--- config.mk ---
export PLATFORM = sky130hd
export DESIGN_NAME = oled_spi_arbiter_flat
export DESIGN_NICKNAME = d
export VERILOG_FILES = /design/src/rtl/oled_pkg.sv /design/src/rtl/oled_spi_arbiter_if.sv /design/src/rtl/oled_spi_arbiter_rr_pick.sv /design/src/rtl/oled_spi_arbiter.sv /design/src/flat_wrapper.sv
export SDC_FILE = /design/constraint.sdc
export NUM_CORES = 1
export LEC_CHECK = 0
export BUFFER_PORTS_ARGS = -buffer_cell sky130_fd_sc_hd__buf_2
export CAP_MARGIN = 20
export CORE_ASPECT_RATIO = 0.75
export CORE_MARGIN = 8
export CORE_UTILIZATION = 30
export CTS_BUF_LIST = sky130_fd_sc_hd__clkbuf_16
export DETAILED_ROUTE_END_ITERATION = 6
export PLACE_DENSITY_LB_ADDON = 0.05
export REMOVE_ABC_BUFFERS = 1
export SYNTH_ARGS = -nofsm -noshare
export SYNTH_HDL_FRONTEND = slang
export SYNTH_SLANG_ARGS = --single-unit
--- constraint.sdc ---
create_clock -name clk -period 2.1 [get_ports clk]
set_input_delay 0.21 -clock clk [delete_from_list [all_inputs] [get_ports clk]]
set_output_delay 0.21 -clock clk [all_outputs]
set_load 0.005 [all_outputs]
--- src/rtl/oled_pkg.sv ---
// Shared OLED subsystem definitions: arbiter states, SSD1306 command bytes and
// inter-byte gap limits.
package oled_pkg;

    typedef enum logic [1:0] {
        IDLE = 2'd0,
        SEND = 2'd1,
        GAP  = 2'd2
    } arb_state_e;

    localparam logic [7:0] CMD_DISPLAY_OFF    = 8'hAE;
    localparam logic [7:0] CMD_DISPLAY_ON     = 8'hAF;
    localparam logic [7:0] CMD_CHARGE_PUMP    = 8'h8D;
    localparam logic [7:0] CMD_CHARGE_PUMP_ON = 8'h14;
    localparam logic [7:0] CMD_CONTRAST       = 8'h81;

    localparam int IDLE_GAP_MIN = 2;
    localparam int GAP_CNT_W    = 4;

endpackage

--- src/rtl/oled_spi_arbiter_if.sv ---
// Requester/SpiCtrl bundle of the OLED SPI arbiter. The slave side is the
// arbiter; the master side is the requesters plus SpiCtrl's SPI_FIN.
interface oled_spi_arbiter_if #(
    parameter int NREQ = 3
);
    logic [NREQ-1:0]   req;
    logic [NREQ-1:0]   last;
    logic [NREQ-1:0]   dc_in;
    logic [8*NREQ-1:0] data_in;
    logic [NREQ-1:0]   gnt;
    logic [NREQ-1:0]   ack;
    logic              spi_en;
    logic [7:0]        spi_data;
    logic              spi_fin;
    logic              dc;
    logic              busy;

    modport master (
        output req, last, dc_in, data_in, spi_fin,
        input  gnt, ack, spi_en, spi_data, dc, busy
    );

    modport slave (
        input  req, last, dc_in, data_in, spi_fin,
        output gnt, ack, spi_en, spi_data, dc, busy
    );
endinterface

--- src/rtl/oled_spi_arbiter_rr_pick.sv ---
// Combinational round-robin picker: first requesting index at or above ptr,
// wrapping modulo NREQ.
module rr_pick #(
    parameter int NREQ = 3,
    parameter int IW   = 2
) (
    input  logic [NREQ-1:0] req,
    input  logic [IW-1:0]   ptr,
    output logic [NREQ-1:0] win_oh,
    output logic [IW-1:0]   win_idx
);

    logic          found_s;
    logic [IW:0]   sum_s;
    logic [IW-1:0] cand_s;

    // Walk candidates from ptr upward; the first hit wins.
    always_comb begin
        win_oh  = '0;
        win_idx = '0;
        found_s = 1'b0;
        sum_s   = '0;
        cand_s  = '0;
        for (int k = 0; k < NREQ; k++) begin
            sum_s  = {1'b0, ptr} + (IW+1)'(k);
            cand_s = (sum_s >= (IW+1)'(NREQ)) ? IW'(sum_s - (IW+1)'(NREQ)) : IW'(sum_s);
            if (!found_s && req[cand_s]) begin
                found_s         = 1'b1;
                win_oh[cand_s]  = 1'b1;
                win_idx         = cand_s;
            end else begin
                found_s = found_s;
            end
        end
    end

endmodule

--- src/rtl/oled_spi_arbiter.sv ---
// Round-robin, burst-holding arbiter sharing one SpiCtrl byte engine between
// the OLED init sequencer, frame writer and runtime command port.
module oled_spi_arbiter
    import oled_pkg::*;
#(
    parameter int NREQ     = 3,
    parameter int IDLE_GAP = 2
) (
    input  logic               clk,
    input  logic               rst,
    oled_spi_arbiter_if.slave  bus
);

    localparam int IW = (NREQ > 1) ? $clog2(NREQ) : 1;
    localparam logic [GAP_CNT_W-1:0] GAP_LAST = GAP_CNT_W'(IDLE_GAP - 1);
    localparam logic [IW-1:0]        LAST_IDX = IW'(NREQ - 1);

    arb_state_e            state_r, state_nxt_s;
    logic [NREQ-1:0]       gnt_r, gnt_nxt_s;
    logic [NREQ-1:0]       ack_r, ack_nxt_s;
    logic [NREQ-1:0]       win_oh_s;
    logic [IW-1:0]         g_idx_r, g_idx_nxt_s;
    logic [IW-1:0]         ptr_r, ptr_nxt_s;
    logic [IW-1:0]         win_idx_s;
    logic [7:0]            spi_data_r, spi_data_nxt_s;
    logic                  dc_r, dc_nxt_s;
    logic                  last_q_r, last_q_nxt_s;
    logic                  spi_en_r, spi_en_nxt_s;
    logic                  busy_r, busy_nxt_s;
    logic [GAP_CNT_W-1:0]  gap_cnt_r, gap_cnt_nxt_s;
    logic [7:0]            byte_s [NREQ];

    for (genvar i = 0; i < NREQ; i++) begin : g_bytes
        assign byte_s[i] = bus.data_in[8*i +: 8];
    end

    rr_pick #(
        .NREQ (NREQ),
        .IW   (IW)
    ) u_pick (
        .req     (bus.req),
        .ptr     (ptr_r),
        .win_oh  (win_oh_s),
        .win_idx (win_idx_s)
    );

    // Next-state and next-output logic; outputs are registered so every port
    // reflects the state it belongs to.
    always_comb begin
        state_nxt_s    = state_r;
        gnt_nxt_s      = gnt_r;
        g_idx_nxt_s    = g_idx_r;
        ptr_nxt_s      = ptr_r;
        ack_nxt_s      = '0;
        spi_en_nxt_s   = 1'b0;
        spi_data_nxt_s = spi_data_r;
        dc_nxt_s       = dc_r;
        last_q_nxt_s   = last_q_r;
        gap_cnt_nxt_s  = gap_cnt_r;
        busy_nxt_s     = 1'b1;
        case (state_r)
            IDLE: begin
                if (|bus.req) begin
                    state_nxt_s    = SEND;
                    gnt_nxt_s      = win_oh_s;
                    g_idx_nxt_s    = win_idx_s;
                    spi_data_nxt_s = byte_s[win_idx_s];
                    dc_nxt_s       = bus.dc_in[win_idx_s];
                    last_q_nxt_s   = bus.last[win_idx_s];
                    spi_en_nxt_s   = 1'b1;
                end else begin
                    busy_nxt_s = 1'b0;
                end
            end
            SEND: begin
                if (bus.spi_fin) begin
                    state_nxt_s   = GAP;
                    ack_nxt_s     = gnt_r;
                    gap_cnt_nxt_s = '0;
                end else begin
                    spi_en_nxt_s = 1'b1;
                end
            end
            GAP: begin
                // Burst continues only while the owner still requests and the
                // byte just sent was not flagged last.
                if (gap_cnt_r == GAP_LAST) begin
                    if (last_q_r || !bus.req[g_idx_r]) begin
                        state_nxt_s = IDLE;
                        gnt_nxt_s   = '0;
                        ptr_nxt_s   = (g_idx_r == LAST_IDX) ? '0 : g_idx_r + 1'b1;
                        busy_nxt_s  = 1'b0;
                    end else begin
                        state_nxt_s    = SEND;
                        spi_data_nxt_s = byte_s[g_idx_r];
                        dc_nxt_s       = bus.dc_in[g_idx_r];
                        last_q_nxt_s   = bus.last[g_idx_r];
                        spi_en_nxt_s   = 1'b1;
                    end
                end else begin
                    gap_cnt_nxt_s = gap_cnt_r + 1'b1;
                end
            end
            default: begin
                state_nxt_s = IDLE;
                gnt_nxt_s   = '0;
                busy_nxt_s  = 1'b0;
            end
        endcase
    end

    // State and output registers.
    always_ff @(posedge clk or posedge rst) begin
        if (rst) begin
            state_r    <= IDLE;
            gnt_r      <= '0;
            g_idx_r    <= '0;
            ptr_r      <= '0;
            ack_r      <= '0;
            spi_en_r   <= 1'b0;
            spi_data_r <= 8'h00;
            dc_r       <= 1'b0;
            last_q_r   <= 1'b0;
            gap_cnt_r  <= '0;
            busy_r     <= 1'b0;
        end else begin
            state_r    <= state_nxt_s;
            gnt_r      <= gnt_nxt_s;
            g_idx_r    <= g_idx_nxt_s;
            ptr_r      <= ptr_nxt_s;
            ack_r      <= ack_nxt_s;
            spi_en_r   <= spi_en_nxt_s;
            spi_data_r <= spi_data_nxt_s;
            dc_r       <= dc_nxt_s;
            last_q_r   <= last_q_nxt_s;
            gap_cnt_r  <= gap_cnt_nxt_s;
            busy_r     <= busy_nxt_s;
        end
    end

    assign bus.gnt      = gnt_r;
    assign bus.ack      = ack_r;
    assign bus.spi_en   = spi_en_r;
    assign bus.spi_data = spi_data_r;
    assign bus.dc       = dc_r;
    assign bus.busy     = busy_r;

endmodule

--- src/flat_wrapper.sv ---
// flat-port wrapper written by rule: the top's interface ports become plain ports
module oled_spi_arbiter_flat import oled_pkg::*;
#(
    parameter int NREQ     = 3,
    parameter int IDLE_GAP = 2
)
  (clk, rst, bus_req, bus_last, bus_dc_in, bus_data_in, bus_spi_fin, bus_gnt, bus_ack, bus_spi_en, bus_spi_data, bus_dc, bus_busy);
  oled_spi_arbiter_if #(.NREQ(NREQ)) bus_i ();
  input  logic clk;
  input  logic rst;
  input wire logic [$bits(bus_i.req)-1:0] bus_req;
  input wire logic [$bits(bus_i.last)-1:0] bus_last;
  input wire logic [$bits(bus_i.dc_in)-1:0] bus_dc_in;
  input wire logic [$bits(bus_i.data_in)-1:0] bus_data_in;
  input wire logic [$bits(bus_i.spi_fin)-1:0] bus_spi_fin;
  output wire logic [$bits(bus_i.gnt)-1:0] bus_gnt;
  output wire logic [$bits(bus_i.ack)-1:0] bus_ack;
  output wire logic [$bits(bus_i.spi_en)-1:0] bus_spi_en;
  output wire logic [$bits(bus_i.spi_data)-1:0] bus_spi_data;
  output wire logic [$bits(bus_i.dc)-1:0] bus_dc;
  output wire logic [$bits(bus_i.busy)-1:0] bus_busy;
  assign bus_i.req = bus_req;
  assign bus_i.last = bus_last;
  assign bus_i.dc_in = bus_dc_in;
  assign bus_i.data_in = bus_data_in;
  assign bus_i.spi_fin = bus_spi_fin;
  assign bus_gnt = bus_i.gnt;
  assign bus_ack = bus_i.ack;
  assign bus_spi_en = bus_i.spi_en;
  assign bus_spi_data = bus_i.spi_data;
  assign bus_dc = bus_i.dc;
  assign bus_busy = bus_i.busy;
  oled_spi_arbiter #(.NREQ(NREQ), .IDLE_GAP(IDLE_GAP)) u_core (.clk(clk), .rst(rst), .bus(bus_i));
endmodule
==> Word-level counts from Yosys, hierarchy flattened <==
Index checks and enable logic that the tools add are counted.
{ "classes": {"n_bitwise": 5, "add_sub_neg": 7, "order_cmp": 13, "eq_ne": 10, "n_mux": 73, "reduce_logical": 19} }
{ "ops": {"columns": ["op", "n"], "rows": [
  ["$mux 8", 7],
  ["$bmux 8 s2", 2],
  ["$mux 1", 25],
  ["$mux 3", 8],
  ["$mux 2", 10],
  ["$bmux 1 s2", 8],
  ["$pmux 8 s2", 1],
  ["$lt 2x3->1 const B", 5],
  ["$pmux 3 s3", 1],
  ["$reduce_and 3->1", 3],
  ["$mux 4", 2],
  ["$pmux 4 s2", 1],
  ["$reduce_and 4->1", 2],
  ["$demux 1 s2", 3],
  ["$ge 2x1->1 const B", 3],
  ["$ge 3x2->1 const B", 2],
  ["$ge 3x3->1 const B", 2],
  ["$ne 2x1->1 const B", 3],
  ["$ne 2x2->1 const B", 3],
  ["$not 2->3", 2],
  ["$or 3x3->3", 2],
  ["$pmux 1 s3", 2],
  ["$pmux 2 s3", 1],
  ["$sub 2x2->2 const B", 3],
  ["17 further kinds", 26]
]} }
{ "totals": {"output_inout_bits": 17, "wordCells": 138, "ff_bits": 28, "input_bits": 36} }

==> Depth between registers and ports, before layout <==
{ "depth": {"depth_word": 17, "depth_mapped": 9, "mapped_depth_nobuf": 7} }

==> Modules after synthesis <==
Synthesis repeated with hierarchy kept, for this count alone.
{ "unflattened": {"hier_cells": 200, "area_unflattened_um2": 2030.7} }
{ "modules_own_cells": {"columns": ["module", "area_per_inst_um2", "instances", "seq_area_each_um2", "cells_per_inst"], "rows": [
  ["oled_spi_arbiter", 1755.4, 1, 700.7, 165],
  ["rr_pick", 275.3, 1, 0.0, 35]
]} }

==> Worst setup path before layout <==
Ideal clock, no wire load.
{ "synth_timing": {"kind": "reg-to-reg", "startpoint": "register u_core.ptr_r[0]", "endpoint": "register u_core.spi_data_r[7] (netlist: u_core.bus.spi_data[7])", "t_required_ns": 1.956, "period_less_slack_ns": 2.041, "n_path_buf": 2, "path_stages_with_launch": 10, "slack_ns": 0.059, "setup_ns": 0.144, "arrival_time_ns": 1.897, "path_cell_list": "dfrtp_1 -> inv_1 -> ha_1 -> clkbuf_1 -> o211ai_1 -> o311ai_0 -> a31oi_1 -> buf_4 -> mux2i_1 -> o221ai_2"} }
{ "synth_between": {"elab_chain_cells": 17, "word_cells_on_any_way": 32, "classes_between": "5 x add/sub; 3 x order compare; 19 x mux; 1 x bitwise; 4 x reduce/logical"} }
{ "synth_lines": {"columns": ["element", "line_no", "text"], "rows": [
  ["from (decl)", "oled_spi_arbiter.sv:23", "logic [IW-1:0] ptr_r, ptr_nxt_s;"],
  ["from (signal assigned)", "oled_spi_arbiter.sv:130", "ptr_r <= ptr_nxt_s;"],
  ["parallel branches: the longest is 10 deep, another holds $add 2x1->3", null, null],
  ["$mux 2 (*)", "oled_spi_arbiter_rr_pick.sv:27", "if (!found_s && req[cand_s]) begin"],
  ["$not 2->3 (not written as such) (*)", "oled_spi_arbiter.sv:67", "spi_data_nxt_s = byte_s[win_idx_s];"],
  ["$bmux 8 s2 (*)", "oled_spi_arbiter.sv:67", null],
  ["$mux 8 (not written as such) (*) (2 in a row)", "oled_spi_arbiter.sv:67", null],
  ["$mux 8 (*)", "oled_spi_arbiter.sv:63", "if (|bus.req) begin"],
  ["$pmux 8 s2 (*)", "oled_spi_arbiter.sv:61", "case (state_r)"],
  ["to (signal assigned)", "oled_spi_arbiter.sv:133", "spi_data_r <= spi_data_nxt_s;"],
  ["to (decl)", "oled_spi_arbiter.sv:25", "logic [7:0] spi_data_r, spi_data_nxt_s;"]
]} }
Every way passes the cells marked *. The select of a mux whose other input is x is not followed.
A chain may end at the register's enable or synchronous reset.

==> Worst setup path after layout <==
{ "layout_timing": {"startpoint": "register u_core.ptr_r[0]", "endpoint": "register u_core.spi_data_r[0] (netlist: u_core.bus.spi_data[0])"} }
Same word-level chain as after synthesis.

==> results.yml <==
place:
  place_congestion: 0.824
  io_buffers: 52
  dp_cells: 363
  dp_hpwl_um: 4720
pwr:
  p_int_w: 0.00247
  swShare_pct: 43.6
  p_comb_share_pct: 67.6
  power.net_switching_w: 0.00191
  power_density_mw_per_mm2: 1560
  clock_power_share_pct: 10.2
  power_leakage_nw: 1.21
  power.share.sequential_pct: 22.2
  vdd_drop_max_v: 0.000549
logic_synthesis:
  synth_area_leader_cell: "dfrtp_1"
  yosysTopAreaCellShare_pct: 33.2
  synth.top_cells.by_area: "dfrtp_1 (33%), mux2i_1 (11%), o211ai_2 (5.9%)"
  syn_area_per_cell_um2: 9.78
  yosysSeqAreaShare_pct: 33.2
  synth_warnings: 0
  synthFlopType: "dfrtp_1"
  async_flop_share_pct: 100
  synthesis.area_mm2: 0.00211
  syn-instance-count: 216
  ys_ff_latch: 28
  synth-edff-count: 0
  yosysUniqueCellTypes: 47
clocking:
  clk-insertion-delay-late_ns: 0.26
  path_clk_slew_ns: 0.07
  tritoncts: "built"
  clockBufferDepth: 2
  cts_hold_buf: 0
  clockRootBuffer: "clkbuf_16"
  clock-sinks: 28
  htree_levels: 1
  numCtsBuffers: 3
sta:
  worst_pin_slew_ns: 0.435
  finalSetupTns_ns: 0
  fmax_ghz: 0.483
  drv_slew: 0
  period_share_pct: 98.6
  finalCriticalPeriod_ns: 2.07
  finalClockSkew_ns: 0.00487
  max-slew-margin-rel_pct: 70.7
  setup_viol: 0
  hold_viol: 0
detailed_routing:
  first_pass_iters: 4
  wl_per_cell_um: 17.0
  drt-total-wl_um: 6290
  detail-route-antenna-nets: 0
  drc: 0
  via_per_inst: 5.13
  drt_iter0_markers: 68
  via_count: 1897
layout:
  drive_above_1_share_pct: 45.5
  area_growth_pct: 32.8
  nNetsFinal: 329
  final_cells: 370
  diodes: 0
  fin_util_pct: 41.0
global_routing:
  grt_pass1_vias: 1888
  grt_max_degree: 29
  grt_first_pass_wirelength_um: 9870
  grt_overflow: 0
  grt_usage_pct: 12.2
  antenna_found_initial: 0
worst_setup_path:
  worstPathBufferInverterCount: 3
  reg2reg_depth: 9
  r2r_end: "u_core.bus.spi_data[0]$_DFFE_PP0P_"
  path_max_fanout: 6
  reg2reg_slack_ns: 0.03
  cp-end-kind: "register"
  crit_top_cell: "buf_6"
  startpoint: "u_core.ptr_r[0]$_DFFE_PP0P_"
  endpoint: "u_core.bus.spi_data[0]$_DFFE_PP0P_"
  crit_family: "compound AO/OA/AOI/OAI gates"
  critical-path-slowest-cell: "dfrtp_1"
  start_kind: "register"
  cp_slowest_stage_delay_ns: 0.42
  path_cells: "buf_6, ha_4, buf_6, o211ai_1, o311ai_2, a31oi_4, buf_6, mux2i_1, o221ai_1"
  r2r-start: "u_core.ptr_r[0]$_DFFE_PP0P_"
  required_ns: 2.24
  arrival_ns: 2.21
  critical_path_class: "register to register"
  cp_num_cells: 9
floorplanning:
  initial_core_util_pct: 30.9
  fp.coreArea_mm2: 0.00683
  rows: 26
  design.portCount: 53
  die_w_um: 113
  die_height_um: 88.7
  die_area_mm2: 0.0100
run_status:
  outcome: "completed"
job:
  max_cap_violations: 0
worst_hold_path:
  hold_path_class: "input port to async pin"
## cells in the final DEF, fill, tap and decap left out, types with 9 or more instances in the layout
| cell | count |
|---|---|
| o2111ai_1 | 10 |
| buf_2 | 52 |
| o221ai_1 | 9 |
| o21ai_0 | 21 |
| o211ai_2 | 10 |
| dfrtp_1 | 28 |
| buf_4 | 26 |
| mux2i_1 | 21 |
| nor2_1 | 11 |
| nand2_1 | 15 |
## sequential cells by signal, summed over array words and instances (netlist names)
register / count
u_core.gap_cnt_r: 4
u_core.state_r: 2
u_core.bus.busy: 1
u_core.g_idx_r: 2
u_core.bus.dc: 1
u_core.bus.ack: 3
u_core.bus.spi_data: 8
u_core.last_q_r: 1
u_core.bus.spi_en: 1
u_core.bus.gnt: 3
u_core.ptr_r: 2
## cells in the mapped netlist, types with 3 or more instances
cell type / number
dfrtp_1: 28
mux2i_1: 23
o21ai_0: 21
nand2_1: 15
nor2_1: 12
o2111ai_1: 10
o211ai_2: 10
o221ai_1: 9
clkbuf_1: 8
inv_1: 7
a21oi_1: 6
buf_6: 6
ha_1: 6
mux2_2: 4
nor2b_1: 4
a31o_2: 3
and2_1: 3
nor3_1: 3
o21a_1: 3
## worst reg2reg max path, cell delays in order (launching register included)
cell and delay [ns]:
dfrtp_1 0.42, buf_6 0.14, ha_4 0.17, buf_6 0.14
o211ai_1 0.12, o311ai_2 0.17, a31oi_4 0.25, buf_6 0.18
mux2i_1 0.22, o221ai_1 0.14
## what timing repair did
| action | 4_1_cts | 5_1_grt |
|---|---|---|
| gates resized for setup | 6 | 23 |
| setup buffers | 0 | 2 |
| gates cloned | 0 | 1 |
| pin swaps | 0 | 5 |
| setup endpoints to repair | 11 | 12 |
## through the flow
| stage | total power, W | setup WS (ns) | instance area, um^2 | hold WS, ns |
|---|---|---|---|---|
| 2_1_floorplan | 0.00259 | -0.454 | 2000 | 0.275 |
| 3_3_place_gp | 0.00367 | -0.0415 | 2580 | 0.306 |
| 3_5_place_dp | 0.00366 | -0.113 | 2580 | 0.306 |
| 4_1_cts | 0.00417 | 0.00197 | 2680 | 0.0229 |
| 5_1_grt | 0.00473 | -0.0621 | 2800 | 0.0529 |
| 6_report | 0.00437 | 0.0286 | 2800 | 0.0120 |
## final cells by class
cell class,instances,area (um^2)
Inverter,7,26.3
Timing Repair Buffer,83,520
Clock inverter,1,3.75
Clock buffer,3,75.1
Multi-Input combinational cell,164,1370
Tap cell,84,105
Sequential cell,28,701
Fill cell,697,4030
## worst min-delay path by stage
stage | endpoint | depth (start not counted)
finish | u_core.bus.ack[2]$_DFF_PP0_ | 3
global route | u_core.bus.gnt[0]$_DFFE_PP0P_ | 3
CTS | u_core.bus.ack[2]$_DFF_PP0_ | 3
detailed placement | u_core.bus.spi_en$_DFF_PP0_ | 3
global placement | u_core.bus.busy$_DFF_PP0_ | 3
floorplan | u_core.bus.ack[0]$_DFF_PP0_ | 1
## power groups by stage
| stage | logic [W] | clock network (W) | registers, W |
|---|---|---|---|
| after global placement | 0.00269 | 0 | 0.000976 |
| after CTS | 0.00274 | 0.000466 | 0.000966 |
| after detailed placement | 0.00268 | 0 | 0.000975 |
| final | 0.00296 | 0.000445 | 0.000973 |
| after floorplan | 0.00157 | 0 | 0.00101 |
| after global routing | 0.00324 | 0.000488 | 0.00101 |
## layer usage
metal | global-route usage [%] | vias up | part of all wire, %
met2 | 18.5 | 31 | 42
met1 | 17.0 | 900 | 52
met5 | 0 | - | 0
met3 | 2.86 | 2 | 4.9
met4 | 2.89 | 0 | 0.67
li1 | - | 964 | -
## cell families (layout without fill, tap and decap cells)
family,count (synthesis),in the layout,share of synthesized area (%)
buffers and inverters,24,94,6.69
adder cells (fa/ha/maj),6,6,3.55
XOR/XNOR,2,2,0.830
AO/OA/AOI/OAI,78,78,30.0
multiplexers,28,28,13.7
AND/OR/NAND/NOR,50,50,12.0
flip-flops,28,28,33.2
Power figures use the tool's default switching activity.
